File: config.mk
export PLATFORM = sky130hd
export DESIGN_NAME = spi_cmd_sequencer_flat
export DESIGN_NICKNAME = d
export VERILOG_FILES = /design/src/rtl/spi_cmd_sequencer_if.sv /design/src/rtl/spi_cmd_sequencer.sv /design/src/flat_wrapper.sv
export SDC_FILE = /design/constraint.sdc
export NUM_CORES = 1
export LEC_CHECK = 0
export ABC_AREA = 1
export BUFFER_PORTS_ARGS = -buffer_cell sky130_fd_sc_hd__buf_2
export CORE_ASPECT_RATIO = 0.7
export CORE_MARGIN = 8
export CORE_UTILIZATION = 30
export DETAILED_ROUTE_END_ITERATION = 10
export GPL_ROUTABILITY_DRIVEN = 0
export SLEW_MARGIN = 5
export SYNTH_ARGS = -nofsm -noshare
export SYNTH_HDL_FRONTEND = slang
export SYNTH_SLANG_ARGS = --single-unit
File: constraint.sdc
create_clock -name clk_p -period 6.25 [get_ports clk_p]
set_input_delay 0.625 -clock clk_p [delete_from_list [all_inputs] [get_ports clk_p]]
set_output_delay 0.625 -clock clk_p [all_outputs]
set_load 0.02 [all_outputs]
File: src/rtl/spi_cmd_sequencer_if.sv
// Byte-level link between the SPI slave, the command sequencer and the image pipeline.
// The slave modport is the sequencer side; master is the driver/observer side.
interface spi_cmd_sequencer_if #(
    parameter int unsigned REG_N     = 8,
    parameter int unsigned PIX_BYTES = 6
);
    logic                   css;
    logic                   byte_rdy;
    logic [7:0]             byte_i;
    logic [7:0]             stream_dat_i;
    logic [7:0]             feed_o;
    logic [REG_N*8-1:0]     reg_o;
    logic [PIX_BYTES*8-1:0] pix_o;
    logic                   pix_vld_o;
    logic                   stream_on_o;
    logic                   screen_rst_o;
    logic [7:0]             err_cnt_o;

    modport slave (
        input  css, byte_rdy, byte_i, stream_dat_i,
        output feed_o, reg_o, pix_o, pix_vld_o, stream_on_o, screen_rst_o, err_cnt_o
    );

    modport master (
        output css, byte_rdy, byte_i, stream_dat_i,
        input  feed_o, reg_o, pix_o, pix_vld_o, stream_on_o, screen_rst_o, err_cnt_o
    );
endinterface

File: src/rtl/spi_cmd_sequencer.sv
// SPI command decoder: register bank write/read-back, screen-reset control and pixel streaming
// into PIX_BYTES-wide words. Every output is registered on clk_p.
module spi_cmd_sequencer #(
    parameter int unsigned REG_N     = 8,
    parameter int unsigned PIX_BYTES = 6
) (
    input  logic                clk_p,
    input  logic                rst_p,
    spi_cmd_sequencer_if.slave  bus
);
    localparam int unsigned AW   = (REG_N > 1) ? $clog2(REG_N) : 1;
    localparam int unsigned CW   = (PIX_BYTES > 1) ? $clog2(PIX_BYTES) : 1;
    localparam int unsigned PW   = PIX_BYTES * 8;
    localparam logic [CW-1:0] CntLast = CW'(PIX_BYTES - 1);
    localparam logic [8:0]    RegLim  = 9'(REG_N);

    localparam logic [7:0] CmdRead   = 8'h81;
    localparam logic [7:0] CmdWrite  = 8'h80;
    localparam logic [7:0] CmdStream = 8'h55;
    localparam logic [7:0] CmdScrLo  = 8'h40;
    localparam logic [7:0] CmdScrHi  = 8'h41;

    typedef enum logic [2:0] {
        StCmd,
        StRdAddr,
        StWrAddr,
        StWrData,
        StStream
    } state_e;

    state_e             state_q;
    logic [7:0]         feed_q;
    logic [REG_N*8-1:0] regs_q;
    logic [PW-1:0]      shift_q;
    logic [PW-1:0]      pix_q;
    logic               pix_vld_q;
    logic               stream_on_q;
    logic               screen_rst_q;
    logic [7:0]         err_cnt_q;
    logic [7:0]         wr_addr_q;
    logic [CW-1:0]      cnt_q;

    logic          byte_in_range;
    logic          wr_in_range;
    logic [PW-1:0] shift_next;

    // Address bytes are full 8-bit values; anything at or above REG_N is out of range.
    assign byte_in_range = {1'b0, bus.byte_i} < RegLim;
    assign wr_in_range   = {1'b0, wr_addr_q} < RegLim;

    if (PIX_BYTES > 1) begin : g_shift_wide
        assign shift_next = {shift_q[PW-9:0], bus.byte_i};
    end else begin : g_shift_narrow
        assign shift_next = bus.byte_i;
    end

    always_ff @(posedge clk_p or posedge rst_p) begin
        if (rst_p) begin
            state_q      <= StCmd;
            feed_q       <= 8'hFF;
            regs_q       <= '0;
            shift_q      <= '0;
            pix_q        <= '0;
            pix_vld_q    <= 1'b0;
            stream_on_q  <= 1'b0;
            screen_rst_q <= 1'b0;
            err_cnt_q    <= 8'h00;
            wr_addr_q    <= 8'h00;
            cnt_q        <= '0;
        end else begin
            pix_vld_q <= 1'b0;
            // Deselect wins over a coincident byte; the byte is dropped untouched.
            if (!bus.css) begin
                state_q     <= StCmd;
                feed_q      <= 8'hFF;
                shift_q     <= '0;
                stream_on_q <= 1'b0;
                cnt_q       <= '0;
            end else if (bus.byte_rdy) begin
                unique case (state_q)
                    StCmd: begin
                        feed_q <= 8'hFF;
                        case (bus.byte_i)
                            CmdRead:  state_q <= StRdAddr;
                            CmdWrite: state_q <= StWrAddr;
                            CmdStream: begin
                                state_q     <= StStream;
                                stream_on_q <= 1'b1;
                                cnt_q       <= '0;
                                shift_q     <= '0;
                            end
                            CmdScrLo: screen_rst_q <= 1'b0;
                            CmdScrHi: screen_rst_q <= 1'b1;
                            default: begin
                                if (err_cnt_q != 8'hFF) begin
                                    err_cnt_q <= err_cnt_q + 8'h01;
                                end
                            end
                        endcase
                    end
                    StRdAddr: begin
                        feed_q  <= byte_in_range ?
                                   regs_q[{bus.byte_i[AW-1:0], 3'b000} +: 8] : 8'h00;
                        state_q <= StCmd;
                    end
                    StWrAddr: begin
                        feed_q    <= 8'hFF;
                        wr_addr_q <= bus.byte_i;
                        state_q   <= StWrData;
                    end
                    StWrData: begin
                        feed_q <= 8'hFF;
                        if (wr_in_range) begin
                            regs_q[{wr_addr_q[AW-1:0], 3'b000} +: 8] <= bus.byte_i;
                        end
                        state_q <= StCmd;
                    end
                    StStream: begin
                        feed_q  <= bus.stream_dat_i;
                        shift_q <= shift_next;
                        if (cnt_q == CntLast) begin
                            pix_q     <= shift_next;
                            pix_vld_q <= 1'b1;
                            cnt_q     <= '0;
                        end else begin
                            cnt_q <= cnt_q + CW'(1);
                        end
                    end
                    default: begin
                        state_q     <= StCmd;
                        feed_q      <= 8'hFF;
                        stream_on_q <= 1'b0;
                    end
                endcase
            end
        end
    end

    assign bus.feed_o       = feed_q;
    assign bus.reg_o        = regs_q;
    assign bus.pix_o        = pix_q;
    assign bus.pix_vld_o    = pix_vld_q;
    assign bus.stream_on_o  = stream_on_q;
    assign bus.screen_rst_o = screen_rst_q;
    assign bus.err_cnt_o    = err_cnt_q;
endmodule

File: src/flat_wrapper.sv
// flat-port wrapper written by rule: the top's interface ports become plain ports
module spi_cmd_sequencer_flat 
#(
    parameter int unsigned REG_N     = 8,
    parameter int unsigned PIX_BYTES = 6
)
  (clk_p, rst_p, bus_css, bus_byte_rdy, bus_byte_i, bus_stream_dat_i, bus_feed_o, bus_reg_o, bus_pix_o, bus_pix_vld_o, bus_stream_on_o, bus_screen_rst_o, bus_err_cnt_o);
  spi_cmd_sequencer_if #(.REG_N(REG_N), .PIX_BYTES(PIX_BYTES)) bus_i ();
  input  logic clk_p;
  input  logic rst_p;
  input wire logic [$bits(bus_i.css)-1:0] bus_css;
  input wire logic [$bits(bus_i.byte_rdy)-1:0] bus_byte_rdy;
  input wire logic [$bits(bus_i.byte_i)-1:0] bus_byte_i;
  input wire logic [$bits(bus_i.stream_dat_i)-1:0] bus_stream_dat_i;
  output wire logic [$bits(bus_i.feed_o)-1:0] bus_feed_o;
  output wire logic [$bits(bus_i.reg_o)-1:0] bus_reg_o;
  output wire logic [$bits(bus_i.pix_o)-1:0] bus_pix_o;
  output wire logic [$bits(bus_i.pix_vld_o)-1:0] bus_pix_vld_o;
  output wire logic [$bits(bus_i.stream_on_o)-1:0] bus_stream_on_o;
  output wire logic [$bits(bus_i.screen_rst_o)-1:0] bus_screen_rst_o;
  output wire logic [$bits(bus_i.err_cnt_o)-1:0] bus_err_cnt_o;
  assign bus_i.css = bus_css;
  assign bus_i.byte_rdy = bus_byte_rdy;
  assign bus_i.byte_i = bus_byte_i;
  assign bus_i.stream_dat_i = bus_stream_dat_i;
  assign bus_feed_o = bus_i.feed_o;
  assign bus_reg_o = bus_i.reg_o;
  assign bus_pix_o = bus_i.pix_o;
  assign bus_pix_vld_o = bus_i.pix_vld_o;
  assign bus_stream_on_o = bus_i.stream_on_o;
  assign bus_screen_rst_o = bus_i.screen_rst_o;
  assign bus_err_cnt_o = bus_i.err_cnt_o;
  spi_cmd_sequencer #(.REG_N(REG_N), .PIX_BYTES(PIX_BYTES)) u_core (.clk_p(clk_p), .rst_p(rst_p), .bus(bus_i));
endmodule
==> results.md, run 1 <==
* Status: complete, no violations
* H-Tree Depth at 4
* Number of synthesized flops with an enable pin at 0
* Worst Path Required at 6.56 ns
* Arr. time, crit path at 3.77 ns
* RSZ-0062 raised after global routing: false
* I/O pins at 151
* Cells after Synth at 1,093
* Vias post-DR at 7,658
* Worst R2R Start: u_core.wr_addr_q[0]$_DFFE_PP0P_
* Yosys warning total at 0
* Die footprint at 0.0351 mm²
* DRC at 0
* Pleak at 5.29 nW
* Hold Worst Slack at 0.311 ns
* Adder-cell share of the synthesized area at 0.855%
* Post-synth top cells: 470 x nand2_1, 177 x dfrtp_1, 76 x inv_1
* Drt first-iter violations at 822
* CP max FO at 29
* Worst VDD drop at 0.194 mV
* Comb pwr share at 13.7%
* Net Sw Power at 0.889 mW
* DP HPWL at 20.3 mm
* Largest net degree at the start of global routing at 118
* Drt total wl at 28.3 mm
* Min cycle time layout at 3.46 ns
* Worst-Margin Slew at 1.06 ns
* Synth Area per Inst at 8.03 µm²
* I/O Buffers at 150
* Final Hold Vio Count at 0
* CTS tree: built
* Reg power frac at 44.8%
* Layout area overhead at 18.5%
* Post-synthesis sequential area ratio at 52.8%
* Tcrit/Tclk final at 55.3%
* Initial core utilization at 30.5%
* Max_slew headroom at 29.1%
* Fin. max-slew vios at 0
* Final core occ at 36.1%
* Setup TNS at 0 ns
* Global-route wire length before repair at 43.8 mm
* Clock transition at path regs at 0.08 ns
* # setup viols final at 0
* Clk_lat worst skew at 0.44 ns
* Crit start category: register
* Synthesized net count at 1,119
* Fmax achieved at 0.289 GHz
* Area contributors post-synth: dfrtp_1 50%, nand2_1 20%, nand3_1 4.3%
* Biggest cell delay along the critical path at 0.93 ns
* Post-CTS sizing at 0
* Layout cells sized above 1 at 20.9%
* Avg WL per Cell at 17.6 µm
* Worst setup EP type: register
* Post-CTS setup buffers at 0
* Post-synth cell types at 35
* Buf/Inv on CP at 2
* Switch share at 30.7%
* Mapped Area at 0.00878 mm²
* Hold buffer count at cts at 0
* Power Internal at 2.01 mW
* CP Cell Sequence: inv_1, ha_1, ha_1, inv_1, nor3_1, nand2_1, nand2_1, o21ai_2
* CP Class: reg2reg
* Ant diodes at 0
* Max-cap viol count at 0
* Synth Area in XOR/XNOR at 0.499%
* Via-per-instance ratio at 4.77
* Clock root buffer: clkbuf_16
* Cell with the most instances after synthesis: nand2_1
* Post-DP Area at 0.00976 mm²
* Final ANT Viol Nets at 0
* Design Area, Final at 0.0104 mm²
* Clock share of power at 41.5%
* Share of flip-flops with an asynchronous set or reset at 100%
* Drt first pass iters at 5
* Initial antenna violation count at 3
* Worst min path class: in2async
* Clk buf depth at 2
* Final net count at 1,239
* GRT Resource Usage Total at 16.1%
* CTS buffer count at 17
* Yosys top cell area share at 50.4%
* Grt ovf at 0
* Die height at 159 µm
* Critical Path Start: u_core.wr_addr_q[0]$_DFFE_PP0P_
* Ys flop type: dfrtp_1
* Core area at 0.0288 mm²
* Top delay family on crit path: adder cells
* Row count at 52
* Power Density at 278 mW/mm²
* Post-synthesis register bit count at 185
* Mux cell area share after synthesis at 0%
* Post-synthesis compound-gate area fraction at 8.32%
* Cell at the slowest stage of the critical path: ha_1
* Sink Count at 185
* Largest family of logic cells by synthesized area: simple AND/OR/NAND/NOR gates
* Final Skew at 0.0166 ns
* Die Width at 221 µm
* Largest area contributor in the netlist: dfrtp_1
* Vias in the first global route at 7,181
* Synth Area in Simple Gates at 30.6%
## worst paths after layout
path / depth (start not counted) / to / slack [ns]
max in group asynchronous: 3 / u_core.bus.pix_o[36]$_DFFE_PP0P_ / 4.53
worst min-delay path: 2 / u_core.bus.pix_o[21]$_DFFE_PP0P_ / 0.31
worst min register to register: 2 / u_core.bus.pix_o[25]$_DFFE_PP0P_ / 0.47
worst max-delay path: 8 / u_core.bus.reg_o[16]$_DFFE_PP0P_ / 2.79
min in group clk_p: 3 / u_core.bus.feed_o[6]$_DFFE_PP1P_ / 0.47
worst max register to register: 8 / u_core.bus.reg_o[16]$_DFFE_PP0P_ / 2.79
## logic make-up after synthesis
logic type,after synthesis
compound gates,122
xor+xnor,5
fa+ha+maj,6
buf+inv,138
flops,185
simple gates,637
## layer usage
| layer | track usage [%] | part of all wire, % | vias up | wire (µm) |
|---|---|---|---|---|
| li1 | - | - | 3704 | - |
| met1 | 23.4 | 48 | 3696 | 13700 |
| met2 | 22.1 | 41 | 217 | 11600 |
| met3 | 5.94 | 8.9 | 35 | 2520 |
| met4 | 3.90 | 1.7 | 6 | 483 |
| met5 | 0 | 0.11 | - | 31 |
## worst register-to-register path, cell delays in order (launching register included)
cell     delay [ns]
dfrtp_1        0.81
inv_1          0.19
ha_1           0.26
ha_1           0.93
inv_1          0.22
nor3_1         0.24
nand2_1        0.40
nand2_1        0.22
o21ai_2        0.07
## layout by cell type (no fill, tap or decap), types with 5 or more instances in the layout
cell type	synthesis	final
a21oi_1	17	17
buf_2	9	150
clkbuf_16	0	17
dfrtp_1	177	177
dfstp_2	8	8
ha_1	6	6
inv_1	76	75
inv_2	8	8
inv_8	0	6
nand2_1	470	470
nand2_2	5	5
nand3_1	75	75
nand4_1	18	18
nor2_1	37	37
nor3_1	13	13
o21ai_0	41	41
o21ai_1	32	32
o21ai_2	32	32
## state kept, by name (all words and copies together) (netlist names)
register and count:
u_core.state_q 3, u_core.bus.screen_rst_o 1, u_core.bus.reg_o 64, u_core.bus.err_cnt_o 8, u_core.bus.stream_on_o 1, u_core.shift_q 40
u_core.bus.pix_vld_o 1, u_core.cnt_q 3, u_core.bus.pix_o 48, u_core.wr_addr_q 8, u_core.bus.feed_o 8
## power groups by stage
stage / clock network (mW) / registers [mW] / logic, mW
2_1_floorplan: 0 / 1.35 / 0.249
3_3_place_gp: 0 / 1.32 / 0.395
3_5_place_dp: 0 / 1.32 / 0.401
4_1_cts: 1.23 / 1.30 / 0.402
5_1_grt: 1.28 / 1.30 / 0.441
6_report: 1.20 / 1.30 / 0.398
## area by class of cell
| class | instances | area (µm²) |
|---|---|---|
| multi-input combinational | 770 | 3540 |
| tap | 378 | 473 |
| sequential | 185 | 4640 |
| inverter | 86 | 332 |
| timing repair buffer | 153 | 773 |
| clock buffer | 17 | 425 |
| fill | 3010 | 18400 |
| clock inverter | 15 | 229 |
## per-stage QoR
stage	worst slack, ns	total power [mW]	instances
final	2.79	2.90	1604
after floorplan	0.610	1.60	1093
after detailed placement	2.91	1.72	1572
after global routing	2.62	3.02	1604
after CTS	2.88	2.93	1604
after global placement	3.07	1.71	1572
Note: power is estimated with default switching activity, not from simulation.
==> run 2: changes to the inputs <==
==> constraint.sdc (replaced) <==
create_clock -name clk_p -period 2.8 [get_ports clk_p]
set_input_delay 0.28 -clock clk_p [delete_from_list [all_inputs] [get_ports clk_p]]
set_output_delay 0.28 -clock clk_p [all_outputs]
set_load 0.02 [all_outputs]
==> run 2 against run 1 <==
Combinational power rose by 130%. Core utilization rose by 0.26 points. Non-clock buffer count rose by 15. Sequential cell count did not move. Cell area rose by 0.73%. Clock skew fell by 0.0017 ns. Die area did not move. Critical endpoint is now u_core.bus.reg_o[29]$_DFFE_PP0P_. Largest cell class unchanged.
==> results.md, run 2 (same netlist as run 1, synthesis figures left out) <==
* Status: complete, no violations
* Max-cap viol count at 0
* Max_slew headroom at 52.4%
* Sink Count at 185
* CP max FO at 16
* Footprint of the multi-input gates at 0.00354 mm²
* DP HPWL at 20.7 mm
* Largest net degree at the start of global routing at 69
* Layout cells sized above 1 at 21.6%
* Global routing met2 resource utilization at 22.7%
* # setup viols final at 0
* Clock transition at path regs at 0.07 ns
* Final Skew at 0.0150 ns
* Core area at 0.0288 mm²
* Arr. time, crit path at 2.57 ns
* Vias post-DR at 7,678
* Drt first pass iters at 5
* Reg power frac at 45.9%
* Row count at 52
* Via-per-instance ratio at 4.74
* H-Tree Depth at 4
* CTS tree: built
* Final net count at 1,254
* Die height at 159 µm
* Worst-case reg-to-reg path depth at 9
* Post-CTS sizing at 0
* Dpl ws at 0.548 ns
* Worst-Margin Slew at 0.713 ns
* I/O pins at 151
* Switch share at 30.7%
* Placed cells at 1,586
* Worst Path Required at 3.11 ns
* Min cycle time layout at 2.27 ns
* Worst min path class: in2reg
* WHS Path Cells at 3
* Fin. max-slew vios at 0
* DRC at 0
* Initial antenna violation count at 3
* Clk buf depth at 2
* Setup TNS at 0 ns
* Commonest non-fill, non-tap cell in the layout: nand2_1
* Final ANT Viol Nets at 0
* CTS buffer count at 17
* Worst setup EP type: register
* Layout area overhead at 19.4%
* Vias in the first global route at 7,137
* Final core occ at 36.4%
* Drt total wl at 28.5 mm
* Largest register FFs at 64
* Comb pwr share at 14.4%
* Clk_lat worst skew at 0.44 ns
* Initial core utilization at 30.5%
* Pleak at 5.33 nW
* Power Density at 602 mW/mm²
* Die Width at 221 µm
* Non-filler cells, final at 1,620
* Drt first-iter violations at 764
* Busiest grt layer: met1
* Commonest non-fill, non-tap cells in the layout: 470 x nand2_1, 177 x dfrtp_1, 150 x buf_2, 75 x inv_1, 75 x nand3_1
* GRT met1 Usage at 23.1%
* Die footprint at 0.0351 mm²
* I/O Buffers at 150
* Global-route wire length before repair at 43.6 mm
* Worst VDD drop at 0.348 mV
* Grt ovf at 0
* Avg WL per Cell at 17.6 µm
* GR met3 Demand/Resource at 6.25%
* Final Hold Vio Count at 0
* Fillers at 2,995
* Tcrit/Tclk final at 80.9%
* RSZ-0062 raised after global routing: false
* Clock root buffer: clkbuf_16
* FF+latch area at 0.00464 mm²
* Power Internal at 4.38 mW
* CP Class: reg2reg
* Post-CTS setup buffers at 0
* Net Sw Power at 1.94 mW
* GRT Resource Usage Total at 16.2%
* Clock share of power at 39.8%
* Crit start category: register
* Final setup margin at 0.535 ns
* Fmax achieved at 0.441 GHz
## run 2: area by class of cell
cell class / instances / area share, %
antenna: 1 / 0.0239
clock buffer: 19 / 4.13
clock inverter: 13 / 1.52
inverter: 86 / 3.13
multi-input combinational: 770 / 33.8
sequential: 185 / 44.2
tap: 378 / 4.51
timing repair buffer: 168 / 8.71
## run 2: worst max-delay path: stages, from the launching register on
cell	delay, ns
dfrtp_1	0.44
inv_1	0.09
ha_1	0.19
ha_1	0.37
buf_4	0.20
nand2_1	0.06
nor2_1	0.10
nand2_1	0.40
nand2_1	0.21
o21ai_2	0.06
## run 2: path summary, 6_finish.rpt
| path | start | end | slack, ns |
|---|---|---|---|
| max in group asynchronous | rst_p | u_core.bus.reg_o[21]$_DFFE_PP0P_ | 1.60 |
| setup / recovery | u_core.wr_addr_q[1]$_DFFE_PP0P_ | u_core.bus.reg_o[29]$_DFFE_PP0P_ | 0.53 |
| hold / removal | bus_stream_dat_i[1] | u_core.bus.feed_o[1]$_DFFE_PP1P_ | 0.12 |
| min in group asynchronous | rst_p | u_core.bus.pix_o[20]$_DFFE_PP0P_ | 0.34 |
| setup reg to reg | u_core.wr_addr_q[1]$_DFFE_PP0P_ | u_core.bus.reg_o[29]$_DFFE_PP0P_ | 0.53 |
| hold reg to reg | u_core.bus.pix_o[24]$_DFFE_PP0P_ | u_core.bus.pix_o[24]$_DFFE_PP0P_ | 0.47 |
## run 2: repair_timing
| item | 4_1_cts | 5_1_grt |
|---|---|---|
| hold endpoints to repair | 9 | 0 |
| endpoints found under the setup margin | 0 | 0 |
| hold buffers | 1 | 0 |
## run 2: routing by layer
layer | vias up | part of all wire (%)
li1 | 3725 | -
met1 | 3671 | 46
met2 | 254 | 42
met3 | 24 | 11
met4 | 4 | 1.1
met5 | - | 0.063
## run 2: power by group through the flow
stage	Combinational, mW	Sequential, mW	Clock (mW)
2_1_floorplan	0.557	3.01	0
3_3_place_gp	0.900	2.94	0
3_5_place_dp	0.908	2.95	0
4_1_cts	0.912	2.89	2.58
5_1_grt	1.01	2.91	2.67
6_report	0.907	2.90	2.51
## run 2: per-stage QoR
step	instance area [µm²]	power, mW	hold slack (ns)
2_1_floorplan	8790	3.56	0.401
3_3_place_gp	9880	3.84	0.275
3_5_place_dp	9880	3.85	0.279
4_1_cts	10500	6.38	0.0983
5_1_grt	10500	6.59	0.127
6_report	10500	6.31	0.117
